<file path="config.mk">
export PLATFORM = sky130hd
export DESIGN_NAME = ex_muldiv_unit
export DESIGN_NICKNAME = d
export VERILOG_FILES = /design/src/rtl/ex_muldiv_unit.sv
export SDC_FILE = /design/constraint.sdc
export NUM_CORES = 1
export LEC_CHECK = 0
export BUFFER_PORTS_ARGS = -buffer_cell sky130_fd_sc_hd__buf_2
export CAP_MARGIN = 20
export CELL_PAD_IN_SITES_DETAIL_PLACEMENT = 0
export CELL_PAD_IN_SITES_GLOBAL_PLACEMENT = 1
export CORE_MARGIN = 4
export CORE_UTILIZATION = 44
export DETAILED_ROUTE_END_ITERATION = 7
export GPL_TIMING_DRIVEN = 0
export PLACE_DENSITY = 0.83
export SYNTH_ARGS = -nofsm -noshare
export SYNTH_HDL_FRONTEND = slang
export SYNTH_SLANG_ARGS = --single-unit
</file>
<file path="constraint.sdc">
create_clock -name clk_i -period 3.2 [get_ports clk_i]
set_clock_uncertainty 0.15 [all_clocks]
set_input_delay 0.64 -clock clk_i [delete_from_list [all_inputs] [get_ports clk_i]]
set_output_delay 0.64 -clock clk_i [all_outputs]
set_load 0.05 [all_outputs]
</file>
<file path="src/rtl/ex_muldiv_unit.sv">
// Iterative 32-bit multiply/divide unit for the EX stage.
// MUL (low 32) by shift-add; DIV/DIVU/REM by restoring division, one bit per cycle.
// Optional feature macro: MULDIV_DIV_EN enables the divider datapath. When it is
// undefined, DIV/DIVU/REM complete in two cycles with a zero result.
module ex_muldiv_unit (
  input  logic        clk_i,
  input  logic        rst_n_i,
  input  logic        start_i,
  input  logic [1:0]  op_i,
  input  logic [31:0] rs1_i,
  input  logic [31:0] rs2_i,
  input  logic [4:0]  rd_addr_i,
  input  logic        flush_i,
  output logic        busy_o,
  output logic        done_o,
  output logic [31:0] result_o,
  output logic [4:0]  rd_addr_o
);

  localparam logic [1:0] OpMul = 2'b00;

  typedef enum logic [1:0] {StIdle, StCalc, StFin} state_e;

  state_e      state_q, state_d;
  logic [31:0] acc_q, acc_d;       // MUL accumulator / partial remainder
  logic [31:0] a_q, a_d;           // multiplicand / dividend shifting into quotient
  logic [31:0] b_q, b_d;           // multiplier / divisor
  logic [4:0]  cnt_q, cnt_d;
  logic [4:0]  rd_q, rd_d;
  logic [31:0] result_q, result_d;
  logic [4:0]  rd_out_q, rd_out_d;
  logic [31:0] acc_nx, a_nx, b_nx, fin_res;

`ifdef MULDIV_DIV_EN
  localparam logic [1:0] OpDiv  = 2'b01;
  localparam logic [1:0] OpDivu = 2'b10;
  localparam logic [1:0] OpRem  = 2'b11;

  logic [1:0]  op_q, op_d;
  logic        neg_q, neg_d;
  logic [33:0] trial;
  logic        ge;

  // Partial remainder shifted left with the next dividend bit, minus divisor.
  assign trial = {1'b0, acc_q, a_q[31]} - {2'b00, b_q};
  assign ge    = ~trial[33];
`endif

  // Stall while an operation is being accepted or iterating; never during reset.
  assign busy_o = rst_n_i & (((state_q == StIdle) & start_i & ~flush_i) | (state_q == StCalc));
  assign done_o    = (state_q == StFin);
  assign result_o  = result_q;
  assign rd_addr_o = rd_out_q;

  // One iteration step of the shared shift datapath.
  always_comb begin
    acc_nx = acc_q;
    a_nx   = a_q << 1;
    b_nx   = b_q >> 1;
    if (b_q[0]) acc_nx = acc_q + a_q;
`ifdef MULDIV_DIV_EN
    if (op_q != OpMul) begin
      b_nx   = b_q;
      a_nx   = {a_q[30:0], ge};
      acc_nx = ge ? trial[31:0] : {acc_q[30:0], a_q[31]};
    end
`endif
  end

  // Sign-corrected result taken from the final iteration.
  always_comb begin
    fin_res = acc_nx;
`ifdef MULDIV_DIV_EN
    unique case (op_q)
      OpDiv:   fin_res = neg_q ? -a_nx : a_nx;
      OpDivu:  fin_res = a_nx;
      OpRem:   fin_res = neg_q ? -acc_nx : acc_nx;
      default: fin_res = acc_nx;
    endcase
`endif
  end

  // Next-state and datapath load/update decisions.
  always_comb begin
    state_d  = state_q;
    acc_d    = acc_q;
    a_d      = a_q;
    b_d      = b_q;
    cnt_d    = cnt_q;
    rd_d     = rd_q;
    result_d = result_q;
    rd_out_d = rd_out_q;
`ifdef MULDIV_DIV_EN
    op_d     = op_q;
    neg_d    = neg_q;
`endif
    unique case (state_q)
      StIdle: begin
        if (start_i) begin
          rd_d    = rd_addr_i;
          cnt_d   = 5'd31;
          acc_d   = '0;
          a_d     = rs1_i;
          b_d     = rs2_i;
          state_d = StCalc;
`ifdef MULDIV_DIV_EN
          op_d  = op_i;
          neg_d = 1'b0;
          if (op_i == OpDiv || op_i == OpRem) begin
            a_d   = rs1_i[31] ? -rs1_i : rs1_i;
            b_d   = rs2_i[31] ? -rs2_i : rs2_i;
            neg_d = (op_i == OpDiv) ? (rs1_i[31] ^ rs2_i[31]) : rs1_i[31];
          end
          if (op_i != OpMul) begin
            if (rs2_i == '0) begin
              result_d = (op_i == OpRem) ? rs1_i : '1;
              rd_out_d = rd_addr_i;
              state_d  = StFin;
            end else if (op_i != OpDivu && rs1_i == 32'h8000_0000 && rs2_i == '1) begin
              result_d = (op_i == OpDiv) ? 32'h8000_0000 : '0;
              rd_out_d = rd_addr_i;
              state_d  = StFin;
            end
          end
`else
          if (op_i != OpMul) begin
            result_d = '0;
            rd_out_d = rd_addr_i;
            state_d  = StFin;
          end
`endif
        end
      end
      StCalc: begin
        acc_d = acc_nx;
        a_d   = a_nx;
        b_d   = b_nx;
        cnt_d = cnt_q - 5'd1;
        if (cnt_q == 5'd0) begin
          result_d = fin_res;
          rd_out_d = rd_q;
          state_d  = StFin;
        end
      end
      StFin:   state_d = StIdle;
      default: state_d = StIdle;
    endcase
    // An aborted operation must leave the presented result untouched.
    if (flush_i) begin
      state_d  = StIdle;
      result_d = result_q;
      rd_out_d = rd_out_q;
    end
  end

  // State and datapath registers.
  always_ff @(posedge clk_i or negedge rst_n_i) begin
    if (!rst_n_i) begin
      state_q  <= StIdle;
      acc_q    <= '0;
      a_q      <= '0;
      b_q      <= '0;
      cnt_q    <= '0;
      rd_q     <= '0;
      result_q <= '0;
      rd_out_q <= '0;
`ifdef MULDIV_DIV_EN
      op_q     <= '0;
      neg_q    <= 1'b0;
`endif
    end else begin
      state_q  <= state_d;
      acc_q    <= acc_d;
      a_q      <= a_d;
      b_q      <= b_d;
      cnt_q    <= cnt_d;
      rd_q     <= rd_d;
      result_q <= result_d;
      rd_out_q <= rd_out_d;
`ifdef MULDIV_DIV_EN
      op_q     <= op_d;
      neg_q    <= neg_d;
`endif
    end
  end

endmodule

</file>
==> impl_metrics.tcl, run 1 <==
set metrics [dict create \
    crit_cells 11 \
    reg2regPathDepth 11 \
    leakagePower_nw 4.77 \
    chipWidth_um 143 \
    post_cts_buffers 0 \
    critPathBufInv 1 \
    cts_max_path_buffers 2 \
    yosysMostFrequentCell "nand2_1" \
    grt_max_degree 94 \
    critPathLaunchType "register" \
    worstSetupPathType "register to register" \
    synth_top_area_cell "dfrtp_1" \
    cp_top_family "compound AO/OA/AOI/OAI gates" \
    clk_pin_slew_worst_paths_ns 0.06 \
    ant_nets 0 \
    synth.area.top_cells "dfrtp_1 (45%), nand2_1 (11%), a31oi_1 (5.5%), ha_1 (5.1%), nor2_1 (4.9%)" \
    synth_top_area_share_pct 45.2 \
    synth.distinct_cells 75 \
    synth_cells 924 \
    rows 49 \
    r2r-start "a_q[0]" \
    ys.warnings.count 0 \
    max_slew_margin_pct 35.8 \
    drc 0 \
    num_vias 7101 \
    synth_common_cells "nand2_1 (241), dfrtp_1 (145), nor2_1 (105)" \
    crit_start "a_q[0]" \
    finalSetupViolCount 0 \
    htree_levels 4 \
    status "finished, final reports clean" \
    die_area_um2 20500 \
    post-route-min-period_ns 3.03 \
    antenna_found_initial 3 \
    r2r_end "result_o[16]" \
    start_util_pct 44.7 \
    crit_slowest_cell "dfrtp_1" \
    tns_ns 0 \
    crit_path_max_fanout 5 \
    critical-path-max-stage-delay_ns 0.41 \
    cp.arrival_ns 3.18 \
    synth_edf_count 0 \
    synth-seq-cells 145 \
    grt_first_pass_wirelength_um 36600 \
    r2r_setup_slack_ns 0.17 \
    maxSlewViolCount 0 \
    core_area_um2 18000 \
    finalHoldViolations 0 \
    power_density_nw_per_um2 590 \
    port_buffers 113 \
    synth_area_per_cell_um2 8.68 \
    cap_violations 0 \
    antenna_cells 0 \
    cts-root-buf "clkbuf_16" \
    grt_use_total_pct 22.8 \
    crit_path_end "result_o[16]" \
    fin_area_um2 9470 \
    crit_path_cell_trace "ha_2 -> fa_2 -> a21o_2 -> a311oi_2 -> nor4b_1 -> or3_1 -> buf_6 -> a21o_1 -> a21oi_2 -> xor2_2 -> o31ai_1" \
    gp_congestion 0.887 \
    synthArstFlopShare_pct 100 \
    placed_cell_area_um2 8910 \
    whs_ns 0.00436 \
    dieHeight_um 143 \
    tightest_slew_ns 0.963 \
    power_mw 5.59 \
    nFillCells 1743 \
    synth_flop_cell "dfrtp_1" \
    vias_per_cell 5.47 \
    routedWlPerCell_um 17.4 \
    grt_pass1_vias 6916 \
    syn_area_um2 8020 \
    drive_gt1_share_pct 16.8 \
    cts_num_sinks 145 \
    ys_seq_area_share_pct 45.2 \
    period_share_pct 94.8 \
    drtIter0Drc 506 \
    finalNetCount 1166 \
    cts_tree "yes" \
    fmax_ghz 0.330 \
    hpwl_um 16800 \
    syn_to_final_growth_pct 18.0 \
    ios 114 \
    firstDrtPassIters 7 \
    rsz0062_at_grt "false" \
    grt_overflow 0 \
    end_kind "register" \
    clock_latency_ns 0.43 \
    numCtsBuffers 17 \
    holdCritPathClass "input pin to async pin" \
    cp_data_required_time_ns 3.34 \
    ir_drop_mv 0.395 \
    drt-total-wl_um 22500 \
    synth_nets 1033 \
]
==> sequential cells by signal (all words and copies together), names as in the netlist <==
register / count
rd_addr_o: 5
rd_q: 5
result_o: 32
acc_q: 32
cnt_q: 5
state_q: 2
a_q: 32
b_q: 32
==> layout make-up <==
cell class,instances,area (um2),area share [%]
clock buffers,21,450,4.76
flip-flops and latches,145,3630,38.3
multi-input cells,717,4160,43.9
clock inverters,10,88.8,0.938
plain buffers,56,235,2.48
well taps,229,287,3.03
repair buffers,114,599,6.33
inverters,6,22.5,0.238
==> per-layer routing <==
metal  GRT usage, %  vias up  share of wire, %
met1           32.8     3346                47
met2           35.0      204                45
li1               -     3513                 -
met5              0        -              0.15
met3           5.43       32               6.6
met4           5.10        6               1.2
==> metrics by stage <==
| stage | util [%] | std cells | worst slack [ns] |
|---|---|---|---|
| 2_1_floorplan | - | 924 | 0.286 |
| 3_3_place_gp | 49.4 | 1266 | -1.46 |
| 3_5_place_dp | 49.6 | 1267 | -0.0200 |
| 4_1_cts | 52.6 | 1298 | 0.0226 |
| 5_1_grt | 52.7 | 1298 | 0.00299 |
| 6_report | 52.7 | 1298 | 0.166 |
==> cells by family (layout without fill, tap and decap cells) <==
family	count (synthesis)	in the layout	share of synthesized area, %
and+or+nand+nor	409	409	21.4
AOI/OAI and AO/OA	227	227	19.3
DFF	145	145	45.2
buffers and inverters	62	207	3.21
adders and majority gates	34	34	5.40
xor gates and xnor gates	27	27	2.95
muxes	20	20	2.51
==> cells in the final DEF (no fill, tap or decap), types with 3 or more instances in the layout <==
cell	netlist	routed
a211oi_1	3	3
a21o_1	19	19
a21oi_1	47	47
a21oi_2	3	3
a221o_1	4	4
a22o_1	6	6
a31oi_1	70	70
and2_1	4	4
and3_1	11	11
and4_1	3	3
buf_1	5	5
buf_2	6	118
clkbuf_1	43	46
clkbuf_16	0	17
clkinv_2	0	4
clkinvlp_4	0	4
dfrtp_1	145	145
ha_1	33	32
inv_1	6	6
mux2i_1	19	19
nand2_1	241	241
nand3_1	8	8
nand4_1	5	5
nor2_1	105	105
nor2b_1	3	3
nor3_1	3	3
nor4_1	4	4
o2111ai_1	4	4
o21ai_0	22	22
o21ba_2	3	3
o21bai_1	3	3
o31ai_1	10	10
or2_2	3	3
or3_1	4	4
xnor2_1	17	17
xor2_1	10	9
==> how the worst min path moves through the flow <==
stage	to	slack, ns	depth (start not counted)
floorplan	a_q[0]	0.19	0
global placement	result_o[4]	0.30	2
detailed placement	result_o[5]	0.31	2
CTS	result_o[25]	0.03	1
global route	result_o[25]	0.04	1
finish	result_o[25]	0.004	1
==> power breakdown <==
part           internal (mW)  switching [mW]  total (mW)
logic                  0.491           0.940        1.43
registers               2.08           0.196        2.28
clock network           1.08           0.799        1.88
total                   3.65            1.93        5.59
==> timing repair <==
item | 4_1_cts | 5_1_grt
cloned | 0 | 0
resized for setup | 1 | 4
pin swaps | 0 | 3
hold buffers | 0 | 0
setup endpoints to repair | 2 | 12
No activity file was read; power rests on OpenSTA's default activity.
==> run 2, diff against run 1 <==
--- a/config.mk
+++ b/config.mk
@@ -6,13 +6,12 @@
 export NUM_CORES = 1
 export LEC_CHECK = 0
 export BUFFER_PORTS_ARGS = -buffer_cell sky130_fd_sc_hd__buf_2
-export CAP_MARGIN = 20
+export CAP_MARGIN = 0
 export CELL_PAD_IN_SITES_DETAIL_PLACEMENT = 0
 export CELL_PAD_IN_SITES_GLOBAL_PLACEMENT = 1
 export CORE_MARGIN = 4
 export CORE_UTILIZATION = 44
 export DETAILED_ROUTE_END_ITERATION = 7
-export GPL_TIMING_DRIVEN = 0
 export PLACE_DENSITY = 0.83
 export SYNTH_ARGS = -nofsm -noshare
 export SYNTH_HDL_FRONTEND = slang
==> run 2 against run 1 <==
First-iteration DRC count up 5.7%. Global-route usage decreased by 1.6 points. Via count decreased by 3.7%. Core utilization is 0.22 points lower. Critical path depth fell by 1. Die area is the same. Clock power increased by 6%. Combinational power shrank 3%. Worst hold slack gained 0.25 ns. Cell count is 3.2% lower. Clock-buffer cell count rose by 2. Largest cell class unchanged.
==> impl_metrics.tcl, run 2 (synthesized netlist as in run 1, its figures left out) <==
set metrics [dict create \
    antenna_found_initial 3 \
    cts_max_path_buffers 2 \
    leakagePower_nw 4.76 \
    hpwl_um 14600 \
    period_share_pct 93.9 \
    fmax_ghz 0.333 \
    critPathLaunchType "register" \
    core_area_um2 18000 \
    htree_levels 4 \
    end_kind "register" \
    max_slew_margin_pct 38.7 \
    cp_data_required_time_ns 3.36 \
    cap_violations 0 \
    rows 49 \
    finalNonFillerCells 1256 \
    dpl.cell_count 1224 \
    grt_pass1_vias 6552 \
    tightest_slew_ns 0.919 \
    drc 0 \
    post-route-min-period_ns 3.00 \
    port_buffers 113 \
    start_util_pct 44.7 \
    drtIter0Drc 535 \
    ir_drop_mv 0.474 \
    routedWlPerCell_um 16.6 \
    crit_path_max_fanout 3 \
    num_vias 6836 \
    layout_common_cells "nand2_1 (240), dfrtp_1 (145), buf_2 (112)" \
    die_area_um2 20500 \
    drive_gt1_share_pct 18.7 \
    vias_per_cell 5.44 \
    grt_max_degree 154 \
    chipWidth_um 143 \
    ios 114 \
    cts-root-buf "clkbuf_16" \
    cts_num_sinks 145 \
    finalSetupViolCount 0 \
    grt_overflow 0 \
    final_common_cell "nand2_1" \
    firstDrtPassIters 5 \
    ant_nets 0 \
    clock_latency_ns 0.43 \
    antenna_cells 0 \
    numCtsBuffers 17 \
    syn_to_final_growth_pct 17.5 \
    finalHoldViolations 0 \
    grt_use_total_pct 21.2 \
    worstSetupPathType "register to register" \
    clk_pin_slew_worst_paths_ns 0.06 \
    dieHeight_um 143 \
    holdCritPathClass "input pin to register" \
    power_density_nw_per_um2 600 \
    r2r-start "acc_q[0]" \
    cts_tree "yes" \
    status "finished, final reports clean" \
    rsz0062_at_grt "false" \
    cp.arrival_ns 3.16 \
    grt_first_pass_wirelength_um 34600 \
    maxSlewViolCount 0 \
    tns_ns 0 \
    post_cts_buffers 0 \
    worstHoldStart "rs2_i[31]" \
    nFillCells 1745 \
    crit_start "acc_q[0]" \
    gp_congestion 0.857 \
    finalNetCount 1124 \
    drt-total-wl_um 20900 \
]
run 2: cell types whose count changed in the layout (fill, tap and decap cells not counted), sizes merged:
cell         before  now
bufinv            1    2
buf             126  127
dlygate4sd3       0    1
clkinv            5    2
clkbuf           65   23
run 2: metrics by stage:
| step | setup slack [ns] | util, % | power [mW] | hold WS, ns | instance area (um2) |
|---|---|---|---|---|---|
| 2_1_floorplan | 0.286 | - | 3.28 | 0.194 | 8020 |
| 3_3_place_gp | 0.103 | 48.9 | 3.68 | 0.304 | 8790 |
| 3_5_place_dp | 0.0777 | 48.9 | 3.70 | 0.310 | 8790 |
| 4_1_cts | 0.0481 | 52.3 | 5.70 | 0.240 | 9390 |
| 5_1_grt | 0.0239 | 52.5 | 5.98 | 0.256 | 9430 |
| 6_report | 0.195 | 52.5 | 5.65 | 0.252 | 9430 |
run 2: timing repair:
action	in CTS	in global routing
endpoints found under the setup margin	0	16
resized for setup	0	7
hold endpoints to repair	14	0
hold buffers	1	0
run 2: worst paths after layout:
path	slack [ns]	cells after the start	endpoint
worst max-delay path	0.20	10	result_o[12]
worst min-delay path	0.25	3	b_q[31]
worst max register to register	0.20	10	result_o[12]
worst min register to register	0.32	2	result_o[5]
max in group asynchronous	1.28	3	cnt_q[2]
min in group asynchronous	0.46	2	a_q[23]
run 2: layout make-up:
class / count / area, um2 / area share, %
inverter: 6 / 22.5 / 0.239
clock buffer: 23 / 488 / 5.18
clock inverter: 8 / 104 / 1.10
multi-input combinational: 717 / 4190 / 44.4
sequential: 145 / 3630 / 38.5
tap: 229 / 287 / 3.04
timing repair buffer: 128 / 712 / 7.55
run 2: power by group:
| group | total (mW) | switching (mW) | internal, mW |
|---|---|---|---|
| clock network | 1.99 | 0.761 | 1.23 |
| logic | 1.38 | 0.894 | 0.487 |
| registers | 2.29 | 0.205 | 2.08 |
| total | 5.65 | 1.86 | 3.79 |
run 2: critical path, stage by stage, from the launching register on:
cell     delay [ns]
dfrtp_1        0.39
ha_1           0.23
fa_1           0.42
a21o_2         0.26
a31o_1         0.23
and4_4         0.20
or2_4          0.25
a21o_1         0.18
a21oi_2        0.14
xnor2_1        0.10
a221o_1        0.32
run 2: layer usage:
metal | GRT usage, % | up-vias | share of wire [%]
li1 | - | 3421 | -
met1 | 31.1 | 3210 | 48
met2 | 30.8 | 168 | 43
met3 | 5.63 | 31 | 6.9
met4 | 6.20 | 6 | 1.5
met5 | 0 | - | 0.14
